### src/rtl/fft_frame_sequencer.sv
// Runs the FFT core once per frame: RAM -> FFT buffer with zero padding, start pulse, power count, frame release.
// Latency: start pulse NFFT+1 cycles after the first RAM read; release one cycle after done or timeout.
// Backpressure: none; a new frame is accepted only in IDLE while enable_i && frame_ready_i.
module fft_frame_sequencer #(
    parameter int NFFT           = 512,
    parameter int FRAME_SIZE     = 306,
    parameter int INPUT_WIDTH    = 16,
    parameter int EXP_POWER      = 257,
    parameter int TIMEOUT_CYCLES = 65535,
    localparam int PTR_W         = $clog2(NFFT),
    localparam int TMO_W         = $clog2(TIMEOUT_CYCLES + 1)
) (
    input  logic                   clk,
    input  logic                   rst_n,
    input  logic                   enable_i,
    input  logic                   frame_ready_i,
    output logic                   frame_rd_en_o,
    output logic [PTR_W-1:0]       frame_rd_addr_o,
    input  logic [INPUT_WIDTH-1:0] frame_rd_data_i,
    output logic                   frame_release_o,
    output logic                   fft_in_valid_o,
    output logic [PTR_W-1:0]       fft_frame_ptr_o,
    output logic [INPUT_WIDTH-1:0] fft_real_o,
    output logic                   fft_start_o,
    input  logic                   fft_power_valid_i,
    input  logic                   fft_done_i,
    output logic                   busy_o,
    output logic [15:0]            frame_cnt_o,
    output logic [1:0]             err_o
);

    typedef enum logic [2:0] {
        IDLE      = 3'd0,
        LOAD      = 3'd1,
        PAD       = 3'd2,
        START     = 3'd3,
        WAIT_DONE = 3'd4,
        RELEASE   = 3'd5
    } state_t;

    localparam logic [PTR_W-1:0] LAST_RD  = PTR_W'(FRAME_SIZE - 1);
    localparam logic [PTR_W-1:0] LAST_PTR = PTR_W'(NFFT - 1);
    localparam logic [8:0]       PWR_MAX  = 9'h1FF;
    localparam logic [8:0]       PWR_EXP  = 9'(EXP_POWER);
    localparam logic [TMO_W-1:0] TMO_LAST = TMO_W'(TIMEOUT_CYCLES - 1);

    state_t           state;
    logic             wr_from_ram;
    logic [8:0]       pwr_cnt;
    logic [8:0]       pwr_cnt_nxt;
    logic [TMO_W-1:0] tmo_cnt;

    // A power pulse in the done cycle must be included in the compare.
    always_comb begin
        pwr_cnt_nxt = pwr_cnt;
        if (fft_power_valid_i && (pwr_cnt != PWR_MAX))
            pwr_cnt_nxt = pwr_cnt + 9'd1;
    end

    // RAM data arrives one cycle after the read strobe, aligned with the registered write strobe/pointer.
    assign fft_real_o = wr_from_ram ? frame_rd_data_i : '0;

    always_ff @(posedge clk or negedge rst_n) begin
        if (!rst_n) begin
            state           <= IDLE;
            frame_rd_en_o   <= 1'b0;
            frame_rd_addr_o <= '0;
            frame_release_o <= 1'b0;
            fft_in_valid_o  <= 1'b0;
            fft_frame_ptr_o <= '0;
            wr_from_ram     <= 1'b0;
            fft_start_o     <= 1'b0;
            busy_o          <= 1'b0;
            frame_cnt_o     <= '0;
            err_o           <= '0;
            pwr_cnt         <= '0;
            tmo_cnt         <= '0;
        end else begin
            frame_rd_en_o   <= 1'b0;
            fft_in_valid_o  <= 1'b0;
            wr_from_ram     <= 1'b0;
            fft_start_o     <= 1'b0;
            frame_release_o <= 1'b0;

            case (state)
                IDLE: begin
                    if (enable_i && frame_ready_i) begin
                        state           <= LOAD;
                        busy_o          <= 1'b1;
                        frame_rd_en_o   <= 1'b1;
                        frame_rd_addr_o <= '0;
                        pwr_cnt         <= '0;
                    end
                end
                LOAD: begin
                    fft_in_valid_o  <= 1'b1;
                    wr_from_ram     <= 1'b1;
                    fft_frame_ptr_o <= frame_rd_addr_o;
                    if (frame_rd_addr_o == LAST_RD) begin
                        state <= PAD;
                    end else begin
                        frame_rd_en_o   <= 1'b1;
                        frame_rd_addr_o <= frame_rd_addr_o + PTR_W'(1);
                    end
                end
                // First PAD cycle carries the last RAM sample; padding continues from the next slot.
                PAD: begin
                    if (fft_frame_ptr_o == LAST_PTR) begin
                        state           <= START;
                        fft_start_o     <= 1'b1;
                        fft_frame_ptr_o <= '0;
                    end else begin
                        fft_in_valid_o  <= 1'b1;
                        fft_frame_ptr_o <= fft_frame_ptr_o + PTR_W'(1);
                    end
                end
                START: begin
                    state   <= WAIT_DONE;
                    tmo_cnt <= '0;
                end
                WAIT_DONE: begin
                    pwr_cnt <= pwr_cnt_nxt;
                    tmo_cnt <= tmo_cnt + TMO_W'(1);
                    if (fft_done_i) begin
                        if (pwr_cnt_nxt == PWR_EXP)
                            frame_cnt_o <= frame_cnt_o + 16'd1;
                        else
                            err_o[1] <= 1'b1;
                        state           <= RELEASE;
                        frame_release_o <= 1'b1;
                    end else if (tmo_cnt == TMO_LAST) begin
                        err_o[0]        <= 1'b1;
                        state           <= RELEASE;
                        frame_release_o <= 1'b1;
                    end
                end
                RELEASE: begin
                    state  <= IDLE;
                    busy_o <= 1'b0;
                end
                default: begin
                    state  <= IDLE;
                    busy_o <= 1'b0;
                end
            endcase
        end
    end

endmodule

### config.mk
export PLATFORM = sky130hd
export DESIGN_NAME = fft_frame_sequencer
export DESIGN_NICKNAME = d
export VERILOG_FILES = /design/src/rtl/fft_frame_sequencer.sv
export SDC_FILE = /design/constraint.sdc
export NUM_CORES = 1
export LEC_CHECK = 0
export ABC_AREA = 1
export CORE_MARGIN = 5
export CORE_UTILIZATION = 35
export DETAILED_ROUTE_END_ITERATION = 10
export REMOVE_ABC_BUFFERS = 1
export SLEW_MARGIN = 40
export SYNTH_ARGS = -nofsm -noshare
export SYNTH_HDL_FRONTEND = slang
export SYNTH_SLANG_ARGS = --single-unit
### constraint.sdc
create_clock -name clk -period 2.5 [get_ports clk]
set_input_delay 0.75 -clock clk [delete_from_list [all_inputs] [get_ports clk]]
set_output_delay 0.75 -clock clk [all_outputs]
set_load 0.03 [all_outputs]
; ---- Word level (Yosys, flattened, before mapping)
; Index checks and enable logic that the tools add are counted.
[word_totals]
out_inout_bits = 57
in_bits = 22
wordCells = 79
ff_bits = 70
[classes]
eq_ne = 14
bitwise = 3
addsub = 5
n_mux = 28
n_reduce_logical = 15
[ops]
columns = cell, n
row1 = $pmux W9 S2, 3
row2 = $mux W9, 4
row3 = $add A16 B1 Y16 const B, 2
row4 = $pmux W16 S2, 1
row5 = $add A9 B1 Y9 const B, 3
row6 = $eq A9 B9 Y1 const B, 3
row7 = $eq A16 B16 Y1 const B, 1
row8 = $mux W16, 1
row9 = $mux W3, 5
row10 = $pmux W3 S5, 1
row11 = $reduce_and A3 Y1, 4
row12 = $mux W1, 10
row13 = $ne A9 B9 Y1 const B, 1
row14 = $ne A2 B2 Y1 const B, 4
row15 = $reduce_bool A2 Y1, 4
row16 = $eq A3 B2 Y1 const B, 2
row17 = $pmux W1 S2, 3
row18 = $reduce_and A2 Y1, 2
row19 = $reduce_and A4 Y1, 1
row20 = $reduce_or A4 Y1, 1
row21 = $eq A3 B1 Y1 const B, 1
row22 = $eq A3 B3 Y1 const B, 1
row23 = $logic_not A3 Y1, 1
row24 = $ne A3 B3 Y1 const B, 1
row25 = 2 further kinds, 5

; ---- Logic depth before layout (Yosys ltp)
; Gate-level depths: netlist of the first run.
[depth]
word_depth = 6
mapped_depth = 18
mapped_depth_nobuf = 18

; ---- Worst setup path after synthesis of the first run
; No wires, ideal clock.
[synth_path]
path_kind = register -> register
startpoint = register pwr_cnt[0]
endpoint = register frame_cnt_o[2]
path_stages_with_launch = 16
path_slack_ps = 245
period_less_slack_ps = 2255
t_required_ps = 2382
arrival_time_ps = 2137
path_buffers = 0
path_cell_list = dfrtp_1 ha_1 nand2_1 nor2_1 nand3_1 nor2_1 ha_1 inv_1 nand2_2 nor2_4 nand2_1 nand2_1 a21boi_2 nand4_4 nand2_1 nand2_1
[synth_via]
elab_chain_len = 5
word_cells_on_any_way = 6
[synth_lines]
columns = item, line
row1 = "start, declared", 49  ; logic [8:0] pwr_cnt;
row2 = "start signal, assigned", 122  ; pwr_cnt <= pwr_cnt_nxt;
row3 = branches (longest 2 deep; another with $add A9 B1 Y9), --
row4 = $mux W9 *, 56  ; if (fft_power_valid_i && (pwr_cnt != PWR_MAX))
row5 = $eq A9 B9 Y1 *, 125  ; if (pwr_cnt_nxt == PWR_EXP)
row6 = $reduce_and A3 Y1 (no source line) *, --
row7 = "end signal, assigned", 126  ; frame_cnt_o <= frame_cnt_o + 16'd1;
row8 = "end, declared", 28  ; output logic [15:0] frame_cnt_o,
; Mark *: on every way between the ends.
; A chain may end at the register's enable or synchronous reset.

; ---- Worst setup path after layout of the first run
[layout_path]
startpoint = register pwr_cnt[1]
endpoint = register frame_cnt_o[13]
; Same word-level chain as after synthesis.

==> metrics.txt, run 1 <==
Root Buffer clkbuf_16; CTS Sinks 70; Synth Cell Area 0.00414 mm2; Core Area 0.0115 mm2; Hold-fix buffers, CTS 0; Post-Route WL 10800 um; RSZ-0062 raised after global routing true; Site Rows 39; Syn Inst Count between 500 and 600; layout net count 670; initial detailed-routing violation count 295; Worst-path clk slew 60 ps; first-pass GRT wire length 18400 um; area leader, netlist dfrtp_1; PwrDens 890 mW/mm2; Syn Area/Cell roughly 7.7 um2; Reg2Reg Depth 17; reg2reg start pwr_cnt[1]; failing checks negative setup slack; design area 0.00563 mm2; Cell Count, Final, Fillers Out 787; status finished, violations left; Yosys Warn Count 0; pin count of the biggest net entering global routing 39; Final setup viols 9; hpwl dp 8040 um; Vias 3908; Post-synth ARST share 1.00; post-synth top area share 0.423; Crit Path Category register to register; synth top area cells dfrtp_1 (42%), nand2_1 (12%), inv_1 (7.6%); worst reg2reg path endpoint frame_cnt_o[13]; unique cell type count in the Yosys netlist 42; H-tree depth 3; Max Cap Viol 0; Routability Congestion 0.878; CP max FO 8; Post-synth EDFFs 0; Slew headroom 0.647; WL per Instance 13.8 um; Port Buf Inserts between 70 and 80; Clock Latency Late Sink 320 ps; CTS tree yes; grt total ovfl 0; layout cells sized above 1 0.185; Synth-to-Final Area Change 36.1%; cts bufs inserted 9; clock buffer depth 2; register area share after synthesis 0.423; DIE WIDTH roughly 120 um; placed cells ~770; Antenna Nets Post-Route 0; antenna violations before repair 0; VDD IR max approximately 0.00052 V; Place WS -111 ps; Critical Path AT between 2000 and 3000 ps; Worst Hold Class input port to async pin; type of destination of the critical path register; fin crit share 1.01; Worst setup SP type register; GR Util All Layers 0.156; r2r setup slk -20 ps; Core Util, Final 0.489; min Tclk post-route 2520 ps; IO Count 79; die height around 120 um; fin worst setup slack -16.0 ps; synthesized flop and latch total 70; WP data required ~2700 ps; Via density 4.97; leakage power 2.59 nW; Remaining DRCs 0; commonest non-fill, non-tap cell in the layout nand2_1; Power Total 5.01 mW; maximum clock rate 0.397 GHz; Final Hold Fails 0; Top FF cell, synth dfrtp_1; Die Area 0.0141 mm2; TritonRoute pass-1 iters 4; Final Max Slew Viols 0; vias in the first global route between 3000 and 4000; Starting Density 0.359; worst-margin pin slew 526 ps; fillers 1106; Worst Skew 4.22 ps; diode count 0; most frequent cells in the layout nand2_1 (116), inv_1 (82), dfrtp_1 (70); Area after DPL 0.00515 mm2
how the worst max path moves through the flow:
stage	startpoint	endpoint	slack, ps	depth (start not counted)
after global placement	fft_power_valid_i	frame_cnt_o[2]	-50	12
final	pwr_cnt[1]	frame_cnt_o[13]	-20	17
after floorplan	pwr_cnt[0]	frame_cnt_o[2]	240	15
after global routing	pwr_cnt[1]	frame_cnt_o[12]	-160	17
after CTS	pwr_cnt[1]	frame_cnt_o[7]	3	17
after detailed placement	fft_power_valid_i	frame_cnt_o[7]	-110	12
critical path, stage by stage (launching register included):
cell and delay (ps):
dfrtp_1 370, ha_2 210, nand2_2 80, nor2_4 150, nand3_2 90, nor2_2 120
ha_2 220, inv_4 60, nand2_4 90, nand2_2 80, nand2_2 80, nand3_2 60
nor2_1 110, nand2_1 100, nor2_4 230, nand4_4 200, nand2_1 120, nand2_1 50
state kept, by name, indices dropped and copies added, names as in the netlist, 2 cells and up:
signal and count:
tmo_cnt 16, frame_cnt_o 16, fft_frame_ptr_o 9, err_o 2, pwr_cnt 9, frame_rd_addr_o 9, state 3
what timing repair did:
item / CTS / global route
endpoints found under the setup margin: 0 / 16
buffers inserted: 0 / 4
resized for setup: 0 / 37
routing by layer:
layer,share of wire,GRT usage
met4,0.012,0.0492
met2,0.48,0.249
met5,0,0
met1,0.47,0.213
met3,0.046,0.0330
through the flow:
stage	hold slack [ps]	setup TNS [ps]
floorplan	454	0
global placement	450	-409
detailed placement	452	-1090
CTS	332	0
global route	348	-2100
finish	337	-101
synth_stat cells (5+ instances only):
cell,count
inv_1,84
inv_2,6
nor2_1,39
ha_1,9
dfrtp_1,70
nand2_2,5
nand4_1,19
nand3_1,47
a21oi_1,17
nor2_4,6
nor3_1,11
nand2_1,129
o21ai_0,24
xor2_1,14
o22ai_1,10
xnor2_1,5
logic make-up after synthesis:
logic type | count (synthesis) | share of synthesized area
AND/OR/NAND/NOR | 267 | 0.308
XOR/XNOR | 19 | 0.0402
AO/OA/AOI/OAI | 73 | 0.107
buffers and inverters | 100 | 0.0940
adder cells (fa/ha/maj) | 9 | 0.0272
flip-flops | 70 | 0.423
cell type report:
class	instances	area, um2	area share
clock buffers	10	239	0.0424
flip-flops and latches	70	1750	0.311
clock inverters	6	85.1	0.0151
inverters	91	347	0.0615
multi-input cells	368	2110	0.375
repair buffers	99	922	0.164
well taps	143	179	0.0318
where the power goes:
group	switching (mW)	internal, mW	total [mW]	leakage, nW
Sequential	0.254	1.33	1.58	0.945
Combinational	1.32	0.755	2.07	1.49
Clock	0.467	0.896	1.36	0.154
Power figures use the tool's default switching activity.
==> run 2, diff against run 1 <==
==> constraint.sdc (replaced) <==
create_clock -name clk -period 2.5 [get_ports clk]
set_input_delay 0.75 -clock clk [delete_from_list [all_inputs] [get_ports clk]]
set_output_delay 0.75 -clock clk [all_outputs]
set_load 0.005 [all_outputs]
==> metrics.txt, run 2 (same netlist as run 1, synthesis figures left out) <==
worst-margin pin slew 532 ps (was 526 ps); fin crit share 0.966 (was 1.01); diode count 0 (unchanged); Reg2Reg Depth 17 (unchanged); clock buffer depth 2 (unchanged); layout cells sized above 1 0.163 (was 0.185); VDD IR max 0.000625 V (was 0.000523 V); CP max FO 8 (unchanged); Worst setup SP type register (unchanged); Routability Congestion 0.869 (was 0.878); design area 0.00569 mm2 (was 0.00563 mm2); pin count of the biggest net entering global routing 57 (was 39); Synth-to-Final Area Change 37.5% (was 36.1%); antenna violations before repair 0 (unchanged); Critical Path AT 2640 ps (was 2730 ps); Crit Path Category register to register (unchanged); WP data required 2720 ps (about the same); most frequent cells in the layout nand2_1 (121), inv_1 (82), dfrtp_1 (69) (was nand2_1 (116), inv_1 (82), dfrtp_1 (70)); vias in the first global route 3525 (was 3763); CTS Sinks 70 (unchanged); RSZ-0062 raised after global routing true (unchanged); Clock Latency Late Sink 330 ps (was 320 ps); Worst Hold Class input port to async pin (unchanged); Post-Route WL 10800 um (about the same); Via density 4.90 (was 4.97); TritonRoute pass-1 iters 4 (unchanged); Final Hold Fails 0 (unchanged); Area after DPL 0.00521 mm2 (was 0.00515 mm2); H-tree depth 3 (unchanged); Root Buffer clkbuf_16 (unchanged); Final Max Slew Viols 0 (unchanged); Slew headroom 0.643 (was 0.647); PwrDens 816 mW/mm2 (was 890 mW/mm2); Final setup viols 0 (was 9); commonest non-fill, non-tap cell in the layout nand2_1 (unchanged); Vias 3870 (was 3908); IO Count 79 (unchanged); GR Util All Layers 0.151 (was 0.156); status finished clean (was finished, violations left); min Tclk post-route 2420 ps (was 2520 ps); layout net count 672 (was 670); Max Cap Viol 0 (unchanged); WL per Instance 13.7 um (was 13.8 um); leakage power 2.64 nW (was 2.59 nW); die height 119 um (unchanged); DIE WIDTH 119 um (unchanged); hpwl dp 7980 um (was 8040 um); grt total ovfl 0 (unchanged); fillers 1118 (was 1106); Site Rows 39 (unchanged); Antenna Nets Post-Route 0 (unchanged); Core Area 0.0115 mm2 (unchanged); Starting Density 0.359 (unchanged); type of destination of the critical path register (unchanged); Core Util, Final 0.494 (was 0.489); initial detailed-routing violation count 343 (was 295); biggest regs frame_cnt_o x16, tmo_cnt x16 (unchanged); maximum clock rate 0.414 GHz (was 0.397 GHz); Remaining DRCs 0 (unchanged); CTS tree yes (unchanged); Port Buf Inserts 78 (unchanged); Die Area 0.0141 mm2 (unchanged); Worst-path clk slew 60 ps (about the same); cts bufs inserted 9 (unchanged); Worst Skew 6.57 ps (was 4.22 ps); first-pass GRT wire length 17400 um (was 18400 um)
==> run 2: cell count changes in the layout (fill, tap and decap cells not counted), sizes merged <==
| cell | previous run | this run |
|---|---|---|
| buf | 38 | 24 |
| clkdlybuf4s50 | 61 | 60 |
| dlygate4sd2 | 0 | 16 |
| dlymetal6s2s | 0 | 1 |
==> run 2: per-stage QoR <==
stage	total power [mW]	cells	hold WS [ps]	TNS (ps)	setup WS [ps]
final	4.64	789	339	0	85.0
after global routing	4.95	789	350	-605	-67.5
after CTS	4.66	786	335	0	40.6
after detailed placement	3.29	770	451	-2980	-122
after global placement	3.27	770	444	-2040	-81.9
after floorplan	2.48	529	451	0	242
==> run 2: power breakdown <==
group	internal [mW]	switching (mW)	leakage [nW]
clock network	0.896	0.485	0.154
logic	0.733	0.955	1.54
registers	1.33	0.246	0.943
total	2.96	1.69	2.64
==> run 2: path summary, 6_finish.rpt <==
kind | start | end | slack (ps)
setup / recovery | pwr_cnt[1] | frame_cnt_o[3] | 80
hold / removal | rst_n | pwr_cnt[8] | 340
hold reg to reg | err_o[1] | err_o[1] | 470
min in group clk | err_o[1] | err_o[1] | 470
setup reg to reg | pwr_cnt[1] | frame_cnt_o[3] | 80
max in group asynchronous | rst_n | fft_frame_ptr_o[0] | 1520
==> run 2: area by class of cell <==
type                            count  area, um2  area share
Clock buffer                       10        239      0.0420
Timing Repair Buffer              101        960       0.169
Clock inverter                      6       85.1      0.0150
Inverter                           91        347      0.0609
Sequential cell                    70       1750       0.308
Multi-Input combinational cell    368       2130       0.374
Tap cell                          143        179      0.0314
==> run 2: what timing repair did <==
action                     CTS  global route
pin swaps                    0            20
setup endpoints to repair   16            18
setup buffers                0             3
cloned                       0             0
gates resized for setup     16            39
hold buffers                 0             0
==> run 2: worst max-delay path: stages (launching register included) <==
cell and delay [ps]:
dfrtp_1 350, ha_2 190, nand2_2 80, nor2_4 140, nand3_2 80, nor2_2 130, ha_2 220, inv_4 60
nand2_8 70, nand2_1 50, nand2_1 90, nand3_2 90, nor2_2 120, nand2_2 70, nor2_4 210, nand4_4 190
nand2_1 110, nand2_1 60
==> run 2: layer usage <==
metal	share of wire	vias up	GRT usage	wire [um]
met5	0	-	0	0
met3	0.046	22	0.0401	497
li1	-	1952	-	-
met4	0.022	0	0.0550	239
met1	0.46	1812	0.199	4980
met2	0.47	84	0.239	5070
==> run 3, diff against run 2 <==
--- a/config.mk
+++ b/config.mk
@@ -6,9 +6,12 @@
 export NUM_CORES = 1
 export LEC_CHECK = 0
 export ABC_AREA = 1
-export CORE_MARGIN = 5
-export CORE_UTILIZATION = 35
+export CELL_PAD_IN_SITES_DETAIL_PLACEMENT = 2
+export CELL_PAD_IN_SITES_GLOBAL_PLACEMENT = 2
+export CORE_MARGIN = 2
+export CORE_UTILIZATION = 30
 export DETAILED_ROUTE_END_ITERATION = 10
+export PLACE_DENSITY_LB_ADDON = 0.1
 export REMOVE_ABC_BUFFERS = 1
 export SLEW_MARGIN = 40
 export SYNTH_ARGS = -nofsm -noshare
==> metrics.txt, run 3 (same netlist as run 1, synthesis figures left out) <==
cts bufs inserted 9 (unchanged); Final Hold Fails 0 (unchanged); design area 0.00596 mm2 (was 0.00569 mm2); leakage power 2.76 nW (was 2.64 nW); most frequent cells in the layout nand2_1 (112), inv_1 (81), dfrtp_1 (69) (was nand2_1 (121), inv_1 (82), dfrtp_1 (69)); WP data required 2780 ps (was 2720 ps); metal3 WL 261 um (was 497 um); Crit Path Category register to register (unchanged); Worst-path clk slew 60 ps (about the same); Slew headroom 0.632 (was 0.643); status finished clean (unchanged); clock buffer depth 2 (unchanged); Register Area 0.00175 mm2 (unchanged); Root Buffer clkbuf_16 (unchanged); fillers 1532 (was 1118); fin crit share 0.994 (was 0.966); Core Area 0.0133 mm2 (was 0.0115 mm2); VDD IR max 0.000374 V (was 0.000625 V); Hold-fix buffers, CTS 0 (unchanged); H-tree depth 3 (unchanged); commonest non-fill, non-tap cell in the layout nand2_1 (unchanged); grt total ovfl 0 (unchanged); vias in the first global route 4596 (was 3525); min Tclk post-route 2480 ps (was 2420 ps); Max Cap Viol 0 (unchanged); Cell Count, Final, Fillers Out 840 (was 789); antenna violations before repair 0 (unchanged); initial detailed-routing violation count 115 (was 343); type of destination of the critical path register (unchanged); Starting Density 0.310 (was 0.359); Die Area 0.0148 mm2 (was 0.0141 mm2); Antenna Nets Post-Route 0 (unchanged); die height 121 um (was 119 um); layout cells sized above 1 0.211 (was 0.163); multi-input logic area 0.00222 mm2 (was 0.00213 mm2); hpwl dp 10600 um (was 7980 um); Critical Path AT 2760 ps (was 2640 ps); maximum clock rate 0.403 GHz (was 0.414 GHz); Worst Hold Class input port to async pin (unchanged); Routability Congestion 0.852 (was 0.869); layout net count 692 (was 672); worst-margin pin slew 548 ps (was 532 ps); diode count 0 (unchanged); CP max FO 8 (unchanged); Final setup viols 0 (unchanged); M1 WL 6660 um (was 4980 um); GR Util All Layers 0.212 (was 0.151); Area after DPL 0.00537 mm2 (was 0.00521 mm2); DIE WIDTH 121 um (was 119 um); pin count of the biggest net entering global routing 34 (was 57); biggest regs frame_cnt_o x16, tmo_cnt x16 (unchanged); Clock Latency Late Sink 340 ps (was 330 ps); IO Count 79 (unchanged); Worst setup SP type register (unchanged); placed cells 817 (was 770); PwrDens 784 mW/mm2 (was 816 mW/mm2); WL per Instance 18.0 um (was 13.7 um); highest routed layer met4 (unchanged); Site Rows 42 (was 39); Synth-to-Final Area Change 44.0% (was 37.5%); Remaining DRCs 0 (unchanged); Vias 4208 (was 3870); RSZ-0062 raised after global routing true (unchanged); Final Max Slew Viols 0 (unchanged); CTS Sinks 70 (unchanged); Via density 5.01 (was 4.90); met2 routed WL 7980 um (was 5070 um); first-pass GRT wire length 24200 um (was 17400 um); Power Total 4.67 mW (was 4.64 mW); Port Buf Inserts 78 (unchanged); Worst Skew 4.16 ps (was 6.57 ps); CTS tree yes (unchanged); Post-Route WL 15100 um (was 10800 um); TritonRoute pass-1 iters 4 (unchanged)
[run 3: changes by cell type in the layout (fill, tap and decap cells not counted), sizes merged]
| cell | delta |
|---|---|
| buf | +20 |
| clkbuf | +3 |
| bufinv | -2 |
| clkinvlp | -2 |
| clkdlybuf4s50 | +1 |
| clkinv | -1 |
| dlymetal6s2s | -1 |
[run 3: final cells by class]
type                            instances  share of cell area
Multi-Input combinational cell        368               0.373
Sequential cell                        70               0.294
Timing Repair Buffer                  121               0.192
Inverter                               91              0.0582
Clock buffer                           13              0.0454
Tap cell                              176              0.0370
Clock inverter                          1            0.000840
[run 3: through the flow]
step	setup slack (ps)	hold slack [ps]	utilization	TNS (ps)
6_report	16.1	297	0.446	0
5_1_grt	-95.7	308	0.446	-1060
4_1_cts	-11.4	296	0.435	-14.9
2_1_floorplan	242	451	-	0
3_5_place_dp	-195	464	0.403	-4310
3_3_place_gp	-91.8	446	0.403	-2130
[run 3: report_power, final]
group | internal, mW | total [mW] | switching [mW]
clock | 0.741 | 1.23 | 0.486
sequential | 1.33 | 1.60 | 0.267
combinational | 0.781 | 1.85 | 1.07
total | 2.85 | 4.67 | 1.82
[run 3: path summary, 6_finish.rpt]
check                            from            endpoint  slack (ps)  cells past startpoint
hold / removal                  rst_n          pwr_cnt[6]         300                      1
setup reg to reg           pwr_cnt[0]      frame_cnt_o[4]          20                     19
max in group asynchronous       rst_n  fft_frame_ptr_o[0]        1590                      2
setup / recovery           pwr_cnt[0]      frame_cnt_o[4]          20                     19
min in group clk             err_o[1]            err_o[1]         470                      1
hold reg to reg              err_o[1]            err_o[1]         470                      1
[run 3: routing by layer]
metal,track usage,vias up
met5,0,-
met3,0.0282,13
met2,0.374,53
met1,0.270,2149
met4,0.0647,0
li1,-,1993
[run 3: critical path, cell delays in order (launching register included)]
cell and delay [ps]:
dfrtp_1 380, ha_2 210, nand2_4 80, nor2_4 40, nand3_2 60, nor2_2 40
ha_2 200, inv_4 80, buf_4 110, nand3_2 90, nor2_1 140, nand2_1 80
nand2_2 90, nand2_1 110, nor2_4 140, nand3_4 110, nor2_4 150, buf_12 140
nand3_1 70, nand2_1 80
[run 3: repair_timing]
action | in CTS | in global routing
gates resized for setup | 45 | 36
setup buffers | 7 | 2
endpoints found under the setup margin | 33 | 19
pin swaps | 19 | 29
